`config.mk`:
```
export PLATFORM = sky130hd
export DESIGN_NAME = tilexy_line_drain
export DESIGN_NICKNAME = d
export VERILOG_FILES = /design/src/rtl/tilexy_line_drain.sv
export SDC_FILE = /design/constraint.sdc
export NUM_CORES = 2
export LEC_CHECK = 0
export ABC_AREA = 1
export BUFFER_PORTS_ARGS = -buffer_cell sky130_fd_sc_hd__buf_2
export CAP_MARGIN = 30
export CORE_MARGIN = 2
export CORE_UTILIZATION = 45
export CTS_CLUSTER_DIAMETER = 150
export DETAILED_ROUTE_END_ITERATION = 12
export GPL_TIMING_DRIVEN = 0
export SLEW_MARGIN = 20
export SYNTH_ARGS = -nofsm -noshare
export SYNTH_HDL_FRONTEND = slang
export SYNTH_SLANG_ARGS = --single-unit
```
`constraint.sdc`:
```
create_clock -name clk -period 72.9 [get_ports clk]
set_input_delay 7.29 -clock clk [delete_from_list [all_inputs] [get_ports clk]]
set_output_delay 7.29 -clock clk [all_outputs]
set_load 0.1 [all_outputs]
```
`src/rtl/tilexy_line_drain.sv`:
```
// Drain stage behind the per-tile cache-line fifo: buffers retired lines and
// streams them to the tile memory port as fixed-width beats under valid/ready.
module tilexy_line_drain #(
    parameter int DEPTH = 4,
    parameter int BEATS = 4
) (
    input  logic                 clk,
    input  logic                 rst,
    input  logic                 in_en,
    input  logic [527:0]         in_data,
    input  logic [46:0]          in_addr,
    input  logic [37:0]          in_size,
    input  logic                 in_expun,
    output logic                 in_hold,
    output logic                 mem_valid,
    input  logic                 mem_ready,
    output logic [46:0]          mem_addr,
    output logic [37:0]          mem_size,
    output logic [528/BEATS-1:0] mem_data,
    output logic [1:0]           mem_beat,
    output logic                 mem_last,
    output logic                 mem_expun,
    output logic [7:0]           drop_cnt,
    output logic                 err_ovf
);
    localparam int BW = 528 / BEATS;
    localparam int AW = $clog2(DEPTH);
    localparam int CW = AW + 1;
    localparam logic [CW-1:0] FULL     = CW'(DEPTH);
    localparam logic [CW-1:0] LAST_IDX = CW'(DEPTH - 1);
    localparam logic [CW-1:0] NEAR     = CW'(DEPTH - 2);
    localparam logic [1:0]    LAST_BC  = 2'(BEATS - 1);

    typedef enum logic [1:0] {IDLE, SEND, LAST} state_t;

    logic [527:0] buf_data  [DEPTH];
    logic [46:0]  buf_addr  [DEPTH];
    logic [37:0]  buf_size  [DEPTH];
    logic         buf_expun [DEPTH];

    logic [CW-1:0] wp, rp, count, rp_inc;
    state_t        state, state_d;
    logic [1:0]    bc, bc_d;
    logic          full, drop, push, pop, head_expun, next_expun;
    logic [527:0]  head_data;

    assign full       = (count == FULL);
    assign drop       = in_en & ~in_expun & (in_size[35:0] == '0);
    assign push       = in_en & ~drop & ~full;
    assign pop        = (state == LAST) & mem_ready;
    assign rp_inc     = (rp == LAST_IDX) ? '0 : rp + 1'b1;
    assign head_data  = buf_data[rp[AW-1:0]];
    assign head_expun = buf_expun[rp[AW-1:0]];
    // With one entry left, the follower is the line being pushed this very cycle.
    assign next_expun = (count > CW'(1)) ? buf_expun[rp_inc[AW-1:0]] : in_expun;

    // NOTE: the line store carries no reset; count and the pointers alone decide which entries are live.
    always_ff @(posedge clk) begin
        if (push) begin
            buf_data[wp[AW-1:0]]  <= in_data;
            buf_addr[wp[AW-1:0]]  <= in_addr;
            buf_size[wp[AW-1:0]]  <= in_size;
            buf_expun[wp[AW-1:0]] <= in_expun;
        end
    end

    // NOTE: sequential state uses non-blocking assignment so every flop sees pre-edge values.
    always_ff @(posedge clk or negedge rst) begin
        if (!rst) begin
            wp       <= '0;
            rp       <= '0;
            count    <= '0;
            in_hold  <= 1'b0;
            drop_cnt <= '0;
            err_ovf  <= 1'b0;
        end else begin
            if (push) wp <= (wp == LAST_IDX) ? '0 : wp + 1'b1;
            if (pop)  rp <= rp_inc;
            count   <= count + CW'(push) - CW'(pop);
            in_hold <= (count >= LAST_IDX) | ((count == NEAR) & push);
            if (drop && drop_cnt != 8'hFF) drop_cnt <= drop_cnt + 1'b1;
            if (in_en && full) err_ovf <= 1'b1;
        end
    end

    always_ff @(posedge clk or negedge rst) begin
        if (!rst) begin
            state <= IDLE;
            bc    <= '0;
        end else begin
            state <= state_d;
            bc    <= bc_d;
        end
    end

    // NOTE: defaults come first so every path assigns every signal and no latch is inferred.
    always_comb begin
        state_d = state;
        bc_d    = bc;
        unique case (state)
            IDLE: begin
                if (count != '0) begin
                    bc_d    = '0;
                    state_d = (head_expun || BEATS == 1) ? LAST : SEND;
                end
            end
            SEND: begin
                if (mem_ready) begin
                    bc_d = bc + 2'd1;
                    if (bc + 2'd1 == LAST_BC) state_d = LAST;
                end
            end
            LAST: begin
                if (mem_ready) begin
                    bc_d = '0;
                    if (count > CW'(1) || push)
                        state_d = (next_expun || BEATS == 1) ? LAST : SEND;
                    else
                        state_d = IDLE;
                end
            end
            default: state_d = IDLE;
        endcase
    end

    // Outputs are zero while idle, which also gives the reset values.
    always_comb begin
        mem_valid = 1'b0;
        mem_last  = 1'b0;
        mem_beat  = '0;
        mem_expun = 1'b0;
        mem_addr  = '0;
        mem_size  = '0;
        mem_data  = '0;
        if (state != IDLE) begin
            mem_valid = 1'b1;
            mem_last  = (state == LAST);
            mem_beat  = bc;
            mem_expun = head_expun;
            mem_addr  = buf_addr[rp[AW-1:0]];
            mem_size  = buf_size[rp[AW-1:0]];
            if (!head_expun) mem_data = head_data[int'(bc)*BW +: BW];
        end
    end
endmodule
```
# Yosys cells after proc, flatten, opt, wreduce, memory -nomap -nowiden
# Memories as Yosys holds them, arrays and structs flattened.
# Cells that the tools add are included.
# totals
wordCells	79
register_bits	23
mem_bits_rw	2456
out_inout_bits	232
n_memories	4
# op_classes
shifts	1
n_lt_le_gt_ge	2
n_reduce_logical	10
addsub	6
n_mul	1
mux	25
n_bitwise	10
eq_ne	12
# memory_table
memory	depth	word_bits	read_ports	rd_ports_with_merged_regs	write_ports	line	text
buf_data	4	528	1	0	1	36	logic [527:0] buf_data [DEPTH];
buf_addr	4	47	1	0	1	37	logic [46:0] buf_addr [DEPTH];
buf_size	4	38	1	0	1	38	logic [37:0] buf_size [DEPTH];
buf_expun	4	1	2	0	1	39	logic buf_expun [DEPTH];
# op_table
operator	n
$shiftx A528 B11 Y132	1
$mux W132	2
$mux W47	1
$mux W38	1
$logic_not A36 Y1	1
$mux W2	11
$pmux W2 S3	2
$eq A3 B2 Y1 const B	3
$add A8 B1 Y8 const B	1
$mul A2 B6 Y8 const B	1
$ne A2 B2 Y1 const B	4
$ne A8 B8 Y1 const B	1
$reduce_and A4 Y1	2
$add A3 B1 Y3 const B	2
$and A1 B1 Y1	6
$mux W1	6
$mux W3	2
$reduce_bool A3 Y1	2
$eq A2 B2 Y1 const B	2
$add A3 B1 Y3	1
$eq A3 B3 Y1 const B	1
$ge A3 B2 Y1 const B	1
$gt A3 B1 Y1 const B	1
$not A1 Y1	3
other kinds (8)	9

# Depth between registers and ports, before layout
# depth
ltp_word	10
depth_mapped	14
ltp_nobuf	12

# Least setup slack after synthesis
# Ideal clock, no wire load.
# synth_timing
path_type	input to register
start	input port in_size[15]
end	memory buf_addr[3][0] (enable)
path_stages	8
slack_ns	37.937
path_buffers	0
setup_ns	1.612
arrival_time_ns	33.351
path_cell_list	nor2_1 -> nand2_1 -> nor2_1 -> nand2_1 -> nor2_1 -> nand2_1 -> nand3_1 -> nor2_1
# synth_between
elab_chain_len	7
# synth_rtl
element	line	text
start: declaration	12	input logic [37:0] in_size,
$logic_not A36 Y1	48	assign drop = in_en & ~in_expun & (in_size[35:0] == '0);
$and A1 B1 Y1	48	
$not A1 Y1	49	assign push = in_en & ~drop & ~full;
$and A1 B1 Y1 (2 in a row)	49	
$mux W1	59	if (push) begin
$mux W1 (not written as such)	61	buf_addr[wp[AW-1:0]] <= in_addr;
end: declaration	37	
# Every way passes these cells.

# Worst setup path in the final report
# layout_timing
start	register rp[1]
end	output port mem_data[0]
# layout_between
elab_chain_len	4
elab_cells_between_ends	5
# layout_rtl
element	line	text
start: declaration	41	logic [CW-1:0] wp, rp, count, rp_inc;
start signal: assignment	78	if (pop) rp <= rp_inc;
$mem_v2 Z4 W528	-	
$shiftx A528 B11 Y132	142	if (!head_expun) mem_data = head_data[int'(bc)*BW +: BW];
$mux W132 (*)	142	
$mux W132 (*)	135	if (state != IDLE) begin
end: declaration	19	output logic [528/BEATS-1:0] mem_data,
# Every way passes the cells marked *; elsewhere a longest branch is shown, timed or not.

==> results_dict.tcl <==
set metrics [dict create \
    cp.arrival_ps 5020 \
    crit_type "reg -> out" \
    wl_met1_um 129000 \
    portBuffers 849 \
    cp_data_required_time_ps 65610 \
    grt_pass1_vias 63400 \
    yosysSeqAreaShare_pct 77.3 \
    synth_ff_type "edfxtp_1" \
    p_clk_share_pct 22.7 \
    clkSinkCount 2479 \
    track_usage_pct 31.4 \
    drive_above_1_share_pct 19.1 \
    max_cap_violations 0 \
    p_total_w 0.00585 \
    fillCellCount 17300 \
    dp.cells 10700 \
    fin_tns_setup_ps 0 \
    ir_drop_mv 0.0484 \
    worstMarginPinSlew_ps 1130 \
    drcViolationCount 0 \
    synth_edf_count 2456 \
    period_minus_slack_ps 12310 \
    path_clk_slew_ps 60 \
    initial_core_util_pct 45.3 \
    rsz0062_at_grt "no" \
    fin_nets 8742 \
    status "complete, no violations" \
    dr.pass1.iters 5 \
    cts_tree "yes" \
    htreeDepth 5 \
    synth_warnings 0 \
    grt_max_degree 24 \
    cp_slowest_cell "clkbuf_1" \
    endpoint_kind "primary output" \
    wl_um 351000 \
    post_cts_resized 0 \
    netlist-cell-type-count 32 \
    power_leakage_nw 39.0 \
    syn_to_final_growth_pct 21.2 \
    async_flop_share_pct 0.928 \
    fin_worst_skew_ps 51.1 \
    p_int_w 0.00317 \
    cpPeakStageDelay_ps 890 \
    grt_overflow_total 0 \
    pwr-share-comb_pct 44.7 \
    drv_slew 0 \
    grt_pass1_wl_um 481000 \
    path_max_fanout 10 \
    ys_ff_latch 2479 \
    hpwl_um 249000 \
    switching_share_pct 45.8 \
    cts_buffer_depth 4 \
    placed_area_um2 108000 \
    die_area_um2 217000 \
    clk-insertion-delay-late_ps 980 \
    pin_count 850 \
    gp_congestion 0.869 \
    holdBufCountCts 0 \
    fin_cells 11300 \
    die_height_um 466 \
    vias_per_cell 6.01 \
    cts_buffers 279 \
    fmax_ghz 0.0812 \
    seq_power_share_pct 32.7 \
    top_layer_used "met5" \
    final_cell_area_um2 116000 \
    dr_wl_met2_um 160000 \
    netSwitchingPower_w 0.00268 \
    wl_met3_um 41700 \
    path_cells "inv_1, buf_2, buf_2, clkbuf_1, o21ai_0, o22ai_1, o211ai_1, buf_6, a21oi_1, buf_2" \
    die_x_um 466 \
    avgSynthCellArea_um2 14.1 \
    drtIter0Drc 9102 \
    root_buffer "clkbuf_16" \
    rows 169 \
    ant_nets 0 \
    power.density_nw_per_um2 50.2 \
    via_count 67800 \
    critPathLaunchType "flip-flop" \
    crit_top_cell "buf_2" \
    synth_fp_nets 7451 \
    synth_cells 6820 \
    post_cts_buffers 0 \
    drt-wirelength-per-cell_um 31.1 \
    hold_viol_final 0 \
    antenna_found_initial 287 \
    finalSetupViolCount 0 \
    core_um2 212000 \
    finalCritPeriodShare_pct 16.9 \
    slew_headroom_pct 24.9 \
    worst_hold_path_type "reg -> reg" \
    syn-cell-area_um2 96100 \
]
power groups by stage:
| stage | Combinational, W | Sequential [W] | Clock (W) |
|---|---|---|---|
| after floorplan | 0.00155 | 0.00225 | 0 |
| after global placement | 0.00242 | 0.00252 | 0 |
| after detailed placement | 0.00258 | 0.00194 | 0 |
| after CTS | 0.00259 | 0.00191 | 0.00133 |
| after global routing | 0.00271 | 0.00193 | 0.00139 |
| final | 0.00261 | 0.00191 | 0.00133 |
cells in the mapped netlist, drive strengths merged, types with 2 or more instances:
library cell | n | area (um2)
edfxtp | 2456 | 73800
xnor2 | 5 | 43.8
xor2 | 3 | 26.3
nand3b | 2 | 15.0
clkbuf | 315 | 1180
nand3 | 114 | 571
a21oi | 222 | 1110
o22ai | 165 | 1030
nand2 | 47 | 179
o21ai | 1238 | 6200
buf | 206 | 1220
nor2 | 1436 | 5390
o211ai | 165 | 1240
nand4 | 7 | 43.8
dfrtp | 23 | 576
nor3 | 2 | 10.0
ha | 12 | 150
o221ai | 363 | 3180
inv | 33 | 129
cells in the final DEF, fill, tap and decap left out, drive strengths merged:
cell and count:
nand4 7, o21ai 1238, clkbuf 657, nand3b 2, o22ai 165, o221ai 363
inv 39, o211ai 165, ha 12, a32o 1, dfrtp 23, fa 1
xor2 3, o21bai 1, nand3 114, clkinv 91, edfxtp 2456, xnor2 5
nor3 2, a21oi 222, bufinv 16, nand2 47, a31oi 1, buf 1216
nor2 1436, clkinvlp 4, nor4 1, diode 173
metal layers:
| metal | track usage, % | vias up |
|---|---|---|
| li1 | - | 28900 |
| met1 | 40.7 | 33900 |
| met2 | 46.8 | 3980 |
| met3 | 9.97 | 857 |
| met4 | 17.5 | 170 |
| met5 | 0 | - |
per-stage QoR:
stage          setup WS (ps)  hold WS, ps  utilization (%)
6_report               60590          481             54.9
3_3_place_gp           14780          462             49.0
2_1_floorplan          37940          436                -
4_1_cts                60570          477             54.7
3_5_place_dp           61590          464             50.8
5_1_grt                60560          506             54.8
kinds of logic after synthesis:
family          after synthesis  share of synthesized area, %
simple gates               1609                          6.47
flops                      2479                          77.3
fa+ha+maj                    13                         0.177
compound gates             2156                          13.3
buf+inv                     555                          2.64
xor+xnor                      8                        0.0729
state kept, by name, indices dropped and copies added (netlist names):
signal and cells:
state 2, buf_data 2112, rp 3, wp 3, drop_cnt 8, bc 2
in_hold 1, buf_addr 188, count 3, buf_expun 4, buf_size 152, err_ovf 1
final timing paths:
path | from | endpoint | slack [ps] | depth (start not counted)
max | rp[1]$_DFFE_PN0P_ | mem_data[0] | 60590 | 10
min | err_ovf$_DFFE_PN0P_ | err_ovf$_DFFE_PN0P_ | 480 | 1
max reg2reg | count[0]$_DFF_PN0_ | buf_data[1][424]$_DFFE_PP_ | 69350 | 11
min reg2reg | err_ovf$_DFFE_PN0P_ | err_ovf$_DFFE_PN0P_ | 480 | 1
max in group asynchronous | rst | bc[0]$_DFFE_PN0P_ | 66130 | 1
min in group asynchronous | rst | drop_cnt[2]$_DFFE_PN0P_ | 6350 | 1
critical path, delay by kind of cell (launching register included):
kind / cells / cell delay, ps
DFF: 1 / 410
buffers and inverters: 6 / 2710
AOI/OAI and AO/OA: 4 / 950
cell type report:
type	instances	area, um2	share of cell area [%]
antenna	173	433	0.372
buffer	521	2430	2.08
clock buffer	342	7410	6.36
clock inverter	116	976	0.838
inverter	34	133	0.114
multi-input combinational	3786	19300	16.5
sequential	2479	74300	63.8
tap	2821	3530	3.03
timing repair buffer	1010	7990	6.86
Power figures use the tool's default switching activity.
